<file path="config.mk">
export PLATFORM = sky130hd
export DESIGN_NAME = sparse_block_sequencer
export DESIGN_NICKNAME = d
export VERILOG_FILES = /design/src/rtl/sparse_block_sequencer_pkg.sv /design/src/rtl/sparse_dot2_stage.sv /design/src/rtl/sparse_block_sequencer.sv
export SDC_FILE = /design/constraint.sdc
export NUM_CORES = 1
export LEC_CHECK = 0
export BUFFER_PORTS_ARGS = -buffer_cell sky130_fd_sc_hd__buf_2
export CORE_UTILIZATION = 50
export CTS_CLUSTER_DIAMETER = 30
export CTS_CLUSTER_SIZE = 30
export DETAILED_ROUTE_END_ITERATION = 8
export PLACE_DENSITY = 0.79
export SYNTH_ARGS = -nofsm -noshare
export SYNTH_HDL_FRONTEND = slang
export SYNTH_SLANG_ARGS = --single-unit
</file>
<file path="constraint.sdc">
create_clock -name clk -period 6.5 [get_ports clk]
set_input_delay 0.325 -clock clk [delete_from_list [all_inputs] [get_ports clk]]
set_output_delay 0.325 -clock clk [all_outputs]
set_load 0.01 [all_outputs]
</file>
<file path="src/rtl/sparse_block_sequencer_pkg.sv">
// rtl/sparse_block_sequencer_pkg.sv - shared widths, packet/activation types and sequencer states
package sparse_block_sequencer_pkg;

  localparam int DATA_WIDTH = 8;
  localparam int PROD_WIDTH = 2 * DATA_WIDTH;
  localparam int PSUM_WIDTH = 20;
  localparam int PSUM_MAX   = (1 << (PSUM_WIDTH - 1)) - 1;
  localparam int PSUM_MIN   = -(1 << (PSUM_WIDTH - 1));

  typedef struct packed {
    logic signed [DATA_WIDTH-1:0] val_1;
    logic signed [DATA_WIDTH-1:0] val_0;
    logic [1:0]                   idx_1;
    logic [1:0]                   idx_0;
  } sparse_packet_t;

  typedef logic [3:0][DATA_WIDTH-1:0] activation_vec_t;

  typedef enum logic [1:0] {SEQ_IDLE, SEQ_RUN, SEQ_FLUSH, SEQ_OUT} seq_state_e;

  function automatic logic signed [PROD_WIDTH-1:0] sext_prod(input logic signed [DATA_WIDTH-1:0] x);
    return {{(PROD_WIDTH - DATA_WIDTH){x[DATA_WIDTH-1]}}, x};
  endfunction

endpackage

</file>
<file path="src/rtl/sparse_dot2_stage.sv">
// rtl/sparse_dot2_stage.sv - stage 1: pick two activations by index and multiply by the packed weights
module sparse_dot2_stage
  import sparse_block_sequencer_pkg::*;
(
  input  logic                         clk,
  input  logic                         rst,
  input  logic                         in_valid,
  input  sparse_packet_t               pkt,
  input  activation_vec_t              act,
  output logic                         out_valid,
  output logic signed [PROD_WIDTH-1:0] p0,
  output logic signed [PROD_WIDTH-1:0] p1
);

  logic signed [DATA_WIDTH-1:0] a0;
  logic signed [DATA_WIDTH-1:0] a1;

  // Equal indices simply read the same activation twice.
  assign a0 = $signed(act[pkt.idx_0]);
  assign a1 = $signed(act[pkt.idx_1]);

  always_ff @(posedge clk) begin
    if (rst) begin
      out_valid <= 1'b0;
      p0        <= '0;
      p1        <= '0;
    end else begin
      out_valid <= in_valid;
      if (in_valid) begin
        p0 <= sext_prod(pkt.val_0) * sext_prod(a0);
        p1 <= sext_prod(pkt.val_1) * sext_prod(a1);
      end
    end
  end

endmodule

</file>
<file path="src/rtl/sparse_block_sequencer.sv">
// rtl/sparse_block_sequencer.sv - one 2:4-sparse dot-product job: lock-step intake, MAC pipeline, saturated result
module sparse_block_sequencer
  import sparse_block_sequencer_pkg::*;
#(
  parameter int MAX_BLOCKS = 256,
  parameter int CNT_WIDTH  = $clog2(MAX_BLOCKS + 1)
) (
  input  logic                         clk,
  input  logic                         rst,
  input  logic                         start_i,
  input  logic [CNT_WIDTH-1:0]         num_blocks_i,
  output logic                         busy_o,
  input  logic                         w_valid_i,
  output logic                         w_ready_o,
  input  sparse_packet_t               w_pkt_i,
  input  logic                         a_valid_i,
  output logic                         a_ready_o,
  input  activation_vec_t              a_vec_i,
  output logic                         res_valid_o,
  input  logic                         res_ready_i,
  output logic signed [PSUM_WIDTH-1:0] res_data_o,
  output logic                         res_sat_o
);

  localparam int SUM_WIDTH = PSUM_WIDTH + 2;

  seq_state_e                   state;
  logic [CNT_WIDTH-1:0]         num_blocks;
  logic [CNT_WIDTH-1:0]         issued;
  logic signed [PSUM_WIDTH-1:0] acc;
  logic                         sat;
  logic                         fire;
  logic                         s1_valid;
  logic signed [PROD_WIDTH-1:0] p0;
  logic signed [PROD_WIDTH-1:0] p1;
  logic signed [SUM_WIDTH-1:0]  sum;
  logic signed [PSUM_WIDTH-1:0] acc_next;
  logic                         clamp;

  // Both streams advance together or not at all.
  assign fire      = (state == SEQ_RUN) && (issued < num_blocks) && w_valid_i && a_valid_i;
  assign w_ready_o = fire;
  assign a_ready_o = fire;
  assign busy_o    = (state != SEQ_IDLE);
  assign res_data_o = acc;
  assign res_sat_o  = sat;

  sparse_dot2_stage u_stage (
    .clk       (clk),
    .rst       (rst),
    .in_valid  (fire),
    .pkt       (w_pkt_i),
    .act       (a_vec_i),
    .out_valid (s1_valid),
    .p0        (p0),
    .p1        (p1)
  );

  // Two guard bits so acc + p0 + p1 cannot wrap before the clamp.
  always_comb begin
    sum = {{2{acc[PSUM_WIDTH-1]}}, acc}
        + {{(SUM_WIDTH - PROD_WIDTH){p0[PROD_WIDTH-1]}}, p0}
        + {{(SUM_WIDTH - PROD_WIDTH){p1[PROD_WIDTH-1]}}, p1};
    clamp    = 1'b0;
    acc_next = sum[PSUM_WIDTH-1:0];
    if (sum > SUM_WIDTH'(PSUM_MAX)) begin
      clamp    = 1'b1;
      acc_next = PSUM_WIDTH'(PSUM_MAX);
    end else if (sum < SUM_WIDTH'(PSUM_MIN)) begin
      clamp    = 1'b1;
      acc_next = PSUM_WIDTH'(PSUM_MIN);
    end
  end

  always_ff @(posedge clk) begin
    if (rst) begin
      state       <= SEQ_IDLE;
      num_blocks  <= '0;
      issued      <= '0;
      acc         <= '0;
      sat         <= 1'b0;
      res_valid_o <= 1'b0;
    end else begin
      if (s1_valid) begin
        acc <= acc_next;
        if (clamp) sat <= 1'b1;
      end
      if (fire) issued <= issued + CNT_WIDTH'(1);
      case (state)
        SEQ_IDLE: begin
          if (start_i) begin
            num_blocks <= num_blocks_i;
            issued     <= '0;
            acc        <= '0;
            sat        <= 1'b0;
            // An empty job skips intake and goes straight to the drain check.
            state      <= (num_blocks_i == '0) ? SEQ_FLUSH : SEQ_RUN;
          end
        end
        SEQ_RUN: begin
          if (issued == num_blocks) state <= SEQ_FLUSH;
        end
        SEQ_FLUSH: begin
          if (!s1_valid) begin
            state       <= SEQ_OUT;
            res_valid_o <= 1'b1;
          end
        end
        SEQ_OUT: begin
          if (res_ready_i) begin
            state       <= SEQ_IDLE;
            res_valid_o <= 1'b0;
          end
        end
        default: state <= SEQ_IDLE;
      endcase
    end
  end

endmodule

</file>
==> key figures <==
Clock network
  • Skew-Pair Late Insertion Delay: 0.35 ns
  • Post-CTS setup buffers: 0
  • # resized after CTS: 0
  • H-tree depth: 3
  • Root Buffer: clkbuf_16
  • Clock Sinks: 75
  • Cts hold-fix bufs: 0
  • TritonCTS clock tree: yes
  • Buffers from clock root to sink, at most: 2
  • TritonCTS Buffers: 9
  • Clk slew on worst S/H paths: 0.06 ns

Hold path
  • Hold crit path type: in -> reg
  • Hold Path Depth: 3
  • Worst Hold Launch: num_blocks_i[7]
  • Worst hold endpoint: num_blocks[7]

Die
  • Core ar.: roughly 19000 um^2
  • Chip Width: 141 um
  • Ports: 92
  • Starting Density: 0.514
  • Die area: roughly 20000 um^2
  • Die Span Y: 141 um
  • Row cnt: 50

Synth
  • Area contributors post-synth: fa_1 (27%), dfxtp_1 (16%), ha_1 (12%), inv_1 (6.2%), and2_1 (4.9%)
  • Synth top area share: 0.271
  • Net Count, Synth: 1333
  • Post-synthesis xor/xnor area fraction: 0.0407
  • Register area share after synthesis: 0.155
  • Simple-Gate Fraction of Synth Area: 0.162
  • Post-synth top area cell: fa_1
  • Post-Syn Instances: between 1000 and 1500
  • Largest family of logic cells by synthesized area: adder cells
  • Syn_area_per_cell: 9.28 um^2
  • Post-synth EDFFs: 0
  • Fraction of synthesized area in multiplexers: 0.0569
  • Count leader, synth: inv_1
  • Post-synthesis adder-cell area fraction: 0.391
  • Post-synthesis register bit count: 75
  • Netlist cell types: 61
  • Synth cell count leaders: inv_1 (159), fa_1 (131), ha_1 (93), nand2_1 (77), and2_1 (76)
  • Yosys warning count: 0
  • Post-synth ARST share: 0
  • Dominant synthesized flop cell: dfxtp_1
  • Complex-gate fraction of the synthesized area: 0.118
  • Synthesized area: 9670 um^2

Finish
  • P&R area growth vs syn: 10.2%
  • Nets: 1409
  • Layout cells sized above 1: 0.129
  • Layout Utilization: 0.566
  • Post-route cell area: 10700 um^2
  • Diode count: 0
  • Fillers: 1645

Global routing
  • Gr ovfl total: 0
  • Vias in the first global route: 7488
  • GR Util met3: 0.0255
  • GRT Total Usage: 0.219
  • Initial antenna violation count: 0
  • GR peak layer: met2
  • Routing usage on met1: 0.272
  • Largest net degree at the start of global routing: 53
  • Met2 Usage GRT: 0.403
  • Global-route wire length before repair: 34800 um

Power
  • Leak: 4.99 nW
  • Pwr dens: 349 nW/um^2
  • Switching power: 1.73 mW
  • VDD IR max: 0.305 mV
  • Clk network pwr share: 0.140
  • Final Total Pwr: 3.72 mW
  • Internal Power: 1.99 mW
  • Sequential Power Share: 0.148
  • Combinational fraction of design power: 0.712
  • Net Sw Frac: 0.466

Drt
  • Total Wirelength: approximately 21000 um
  • Vias per cell: 5.36
  • WL per Instance: 14.9 um
  • Total number of vias: 7418
  • Detailed Route Iter0 Violations: 426
  • DRC: 0
  • Antenna Nets Post-Route: 0
  • TritonRoute pass-1 iters: 5

STA
  • Worst Max-Slew Pin Slew: 1.20 ns
  • Final Hold Fails: 0
  • Layout Skew: 0.00486 ns
  • Fin crit period: 5.18 ns
  • Crit share post-route: 0.797
  • RSZ-0062 raised after global routing: false
  • Fmax: 0.193 GHz
  • Setup TNS: 0 ns
  • Slew margin rel.: 0.199
  • Setup violators final: 0
  • Final Slew Violations: 0

Place
  • Dpl hpwl: ~17000 um
  • GPL Wtd Cong: 0.882
  • Placed cell areas: 10400 um^2
  • PortBufs: 91

Critical path
  • Reg2Reg Setup Slack: 2.51 ns
  • Worst-case reg-to-reg path depth: 15
  • Crit path required time: 6.74 ns
  • CP Class: in -> reg
  • Setup crit start kind: input port
  • CP Data Arrival Time: about 5.4 ns
  • Reg2reg start: res_data_o[1]
  • Critical Path Fanout Max: 8
  • FF-to-FF End: res_data_o[18]
  • Worst setup EP type: flip-flop

Flow run
  • Max Cap Viol: 0

Status
  • Status: completed
[per-layer routing]
layer | wire, um | vias up
li1 | - | 3581
met1 | 8790 | 3646
met2 | 10800 | 172
met3 | 818 | 19
met4 | 244 | 0
met5 | 0 | -
[placed cells by master (no fill, tap or decap), types with 3 or more instances in the layout]
| cell | Yosys | routed |
|---|---|---|
| o221a_1 | 10 | 10 |
| o21a_1 | 11 | 11 |
| nor3_1 | 11 | 11 |
| a21o_1 | 10 | 10 |
| and2_1 | 76 | 76 |
| o21ai_1 | 3 | 3 |
| nand2_1 | 77 | 77 |
| nor2b_1 | 8 | 8 |
| clkbuf_16 | 0 | 9 |
| a211oi_1 | 7 | 7 |
| mux4_2 | 16 | 16 |
| a21oi_1 | 52 | 52 |
| o21bai_1 | 3 | 3 |
| o211ai_1 | 5 | 5 |
| mux2i_1 | 19 | 19 |
| or3_1 | 6 | 6 |
| o21ai_0 | 31 | 31 |
| dfxtp_1 | 75 | 75 |
| nand3_1 | 8 | 8 |
| buf_2 | 6 | 91 |
| nor4_1 | 3 | 3 |
| nor2_1 | 65 | 65 |
| and3_1 | 7 | 7 |
| fa_1 | 131 | 131 |
| a21oi_2 | 3 | 3 |
| xnor2_1 | 25 | 25 |
| a31oi_1 | 4 | 4 |
| xor2_1 | 20 | 20 |
| buf_4 | 1 | 3 |
| nand2b_1 | 30 | 30 |
| o221a_2 | 6 | 6 |
| ha_1 | 93 | 93 |
| inv_1 | 159 | 159 |
| nand4_1 | 6 | 6 |
[worst max-delay path, stage by stage]
cell      delay (ns)
buf_2           0.24
mux4_2          0.62
and2_1          0.21
fa_1            0.42
inv_1           0.09
fa_1            0.44
fa_1            0.52
fa_1            0.49
inv_1           0.04
ha_1            0.31
nor2b_1         0.14
o21ai_0         0.22
a21oi_1         0.12
o21ai_0         0.21
a21oi_1         0.12
o21ai_0         0.22
a21boi_0        0.13
or3_1           0.31
a31o_2          0.23
[stage by stage]
| step | setup WS (ns) | instances | hold WS, ns |
|---|---|---|---|
| floorplan | 1.05 | 1042 | 0.436 |
| global placement | 1.08 | 1367 | 0.432 |
| detailed placement | 0.943 | 1367 | 0.434 |
| CTS | 1.30 | 1383 | 0.222 |
| global route | 0.927 | 1383 | 0.244 |
| finish | 1.32 | 1383 | 0.226 |
[kinds of logic after synthesis]
family / after synthesis
compound gates: 167
xor+xnor: 45
fa+ha+maj: 224
buf+inv: 188
flops: 75
mux: 35
simple gates: 308
[worst max path at each step]
stage / endpoint / slack [ns] / startpoint
after floorplan: u_stage.p1[14] / 1.05 / w_pkt_i[2]
after global placement: u_stage.p1[14] / 1.08 / w_pkt_i[2]
after detailed placement: u_stage.p1[14] / 0.94 / w_pkt_i[2]
after CTS: u_stage.p1[14] / 1.30 / w_pkt_i[2]
after global routing: u_stage.p1[14] / 0.93 / w_pkt_i[2]
final: u_stage.p1[14] / 1.32 / w_pkt_i[2]
[final cells by class]
type                            instances  area (um^2)  area share
Timing Repair Buffer                   94          478      0.0448
Clock buffer                            9          225      0.0211
Clock inverter                          7         83.8     0.00786
Sequential cell                        75         1500       0.141
Inverter                              159          597      0.0560
Tap cell                              260          325      0.0305
Multi-Input combinational cell        779         7450       0.699
[power groups by stage]
stage | Sequential (mW) | Combinational (mW) | Clock, mW
global route | 0.557 | 3.04 | 0.544
detailed placement | 0.562 | 2.65 | 0
finish | 0.552 | 2.65 | 0.520
global placement | 0.559 | 2.55 | 0
floorplan | 0.551 | 2.10 | 0
CTS | 0.552 | 2.67 | 0.527
[sequential cells by signal (all words and copies together) (netlist names)]
name	cells
num_blocks	9
res_data_o	20
state	2
issued	9
res_sat_o	1
u_stage.out_valid	1
res_valid_o	1
u_stage.p0	16
u_stage.p1	16
Note: power is estimated with default switching activity, not from simulation.
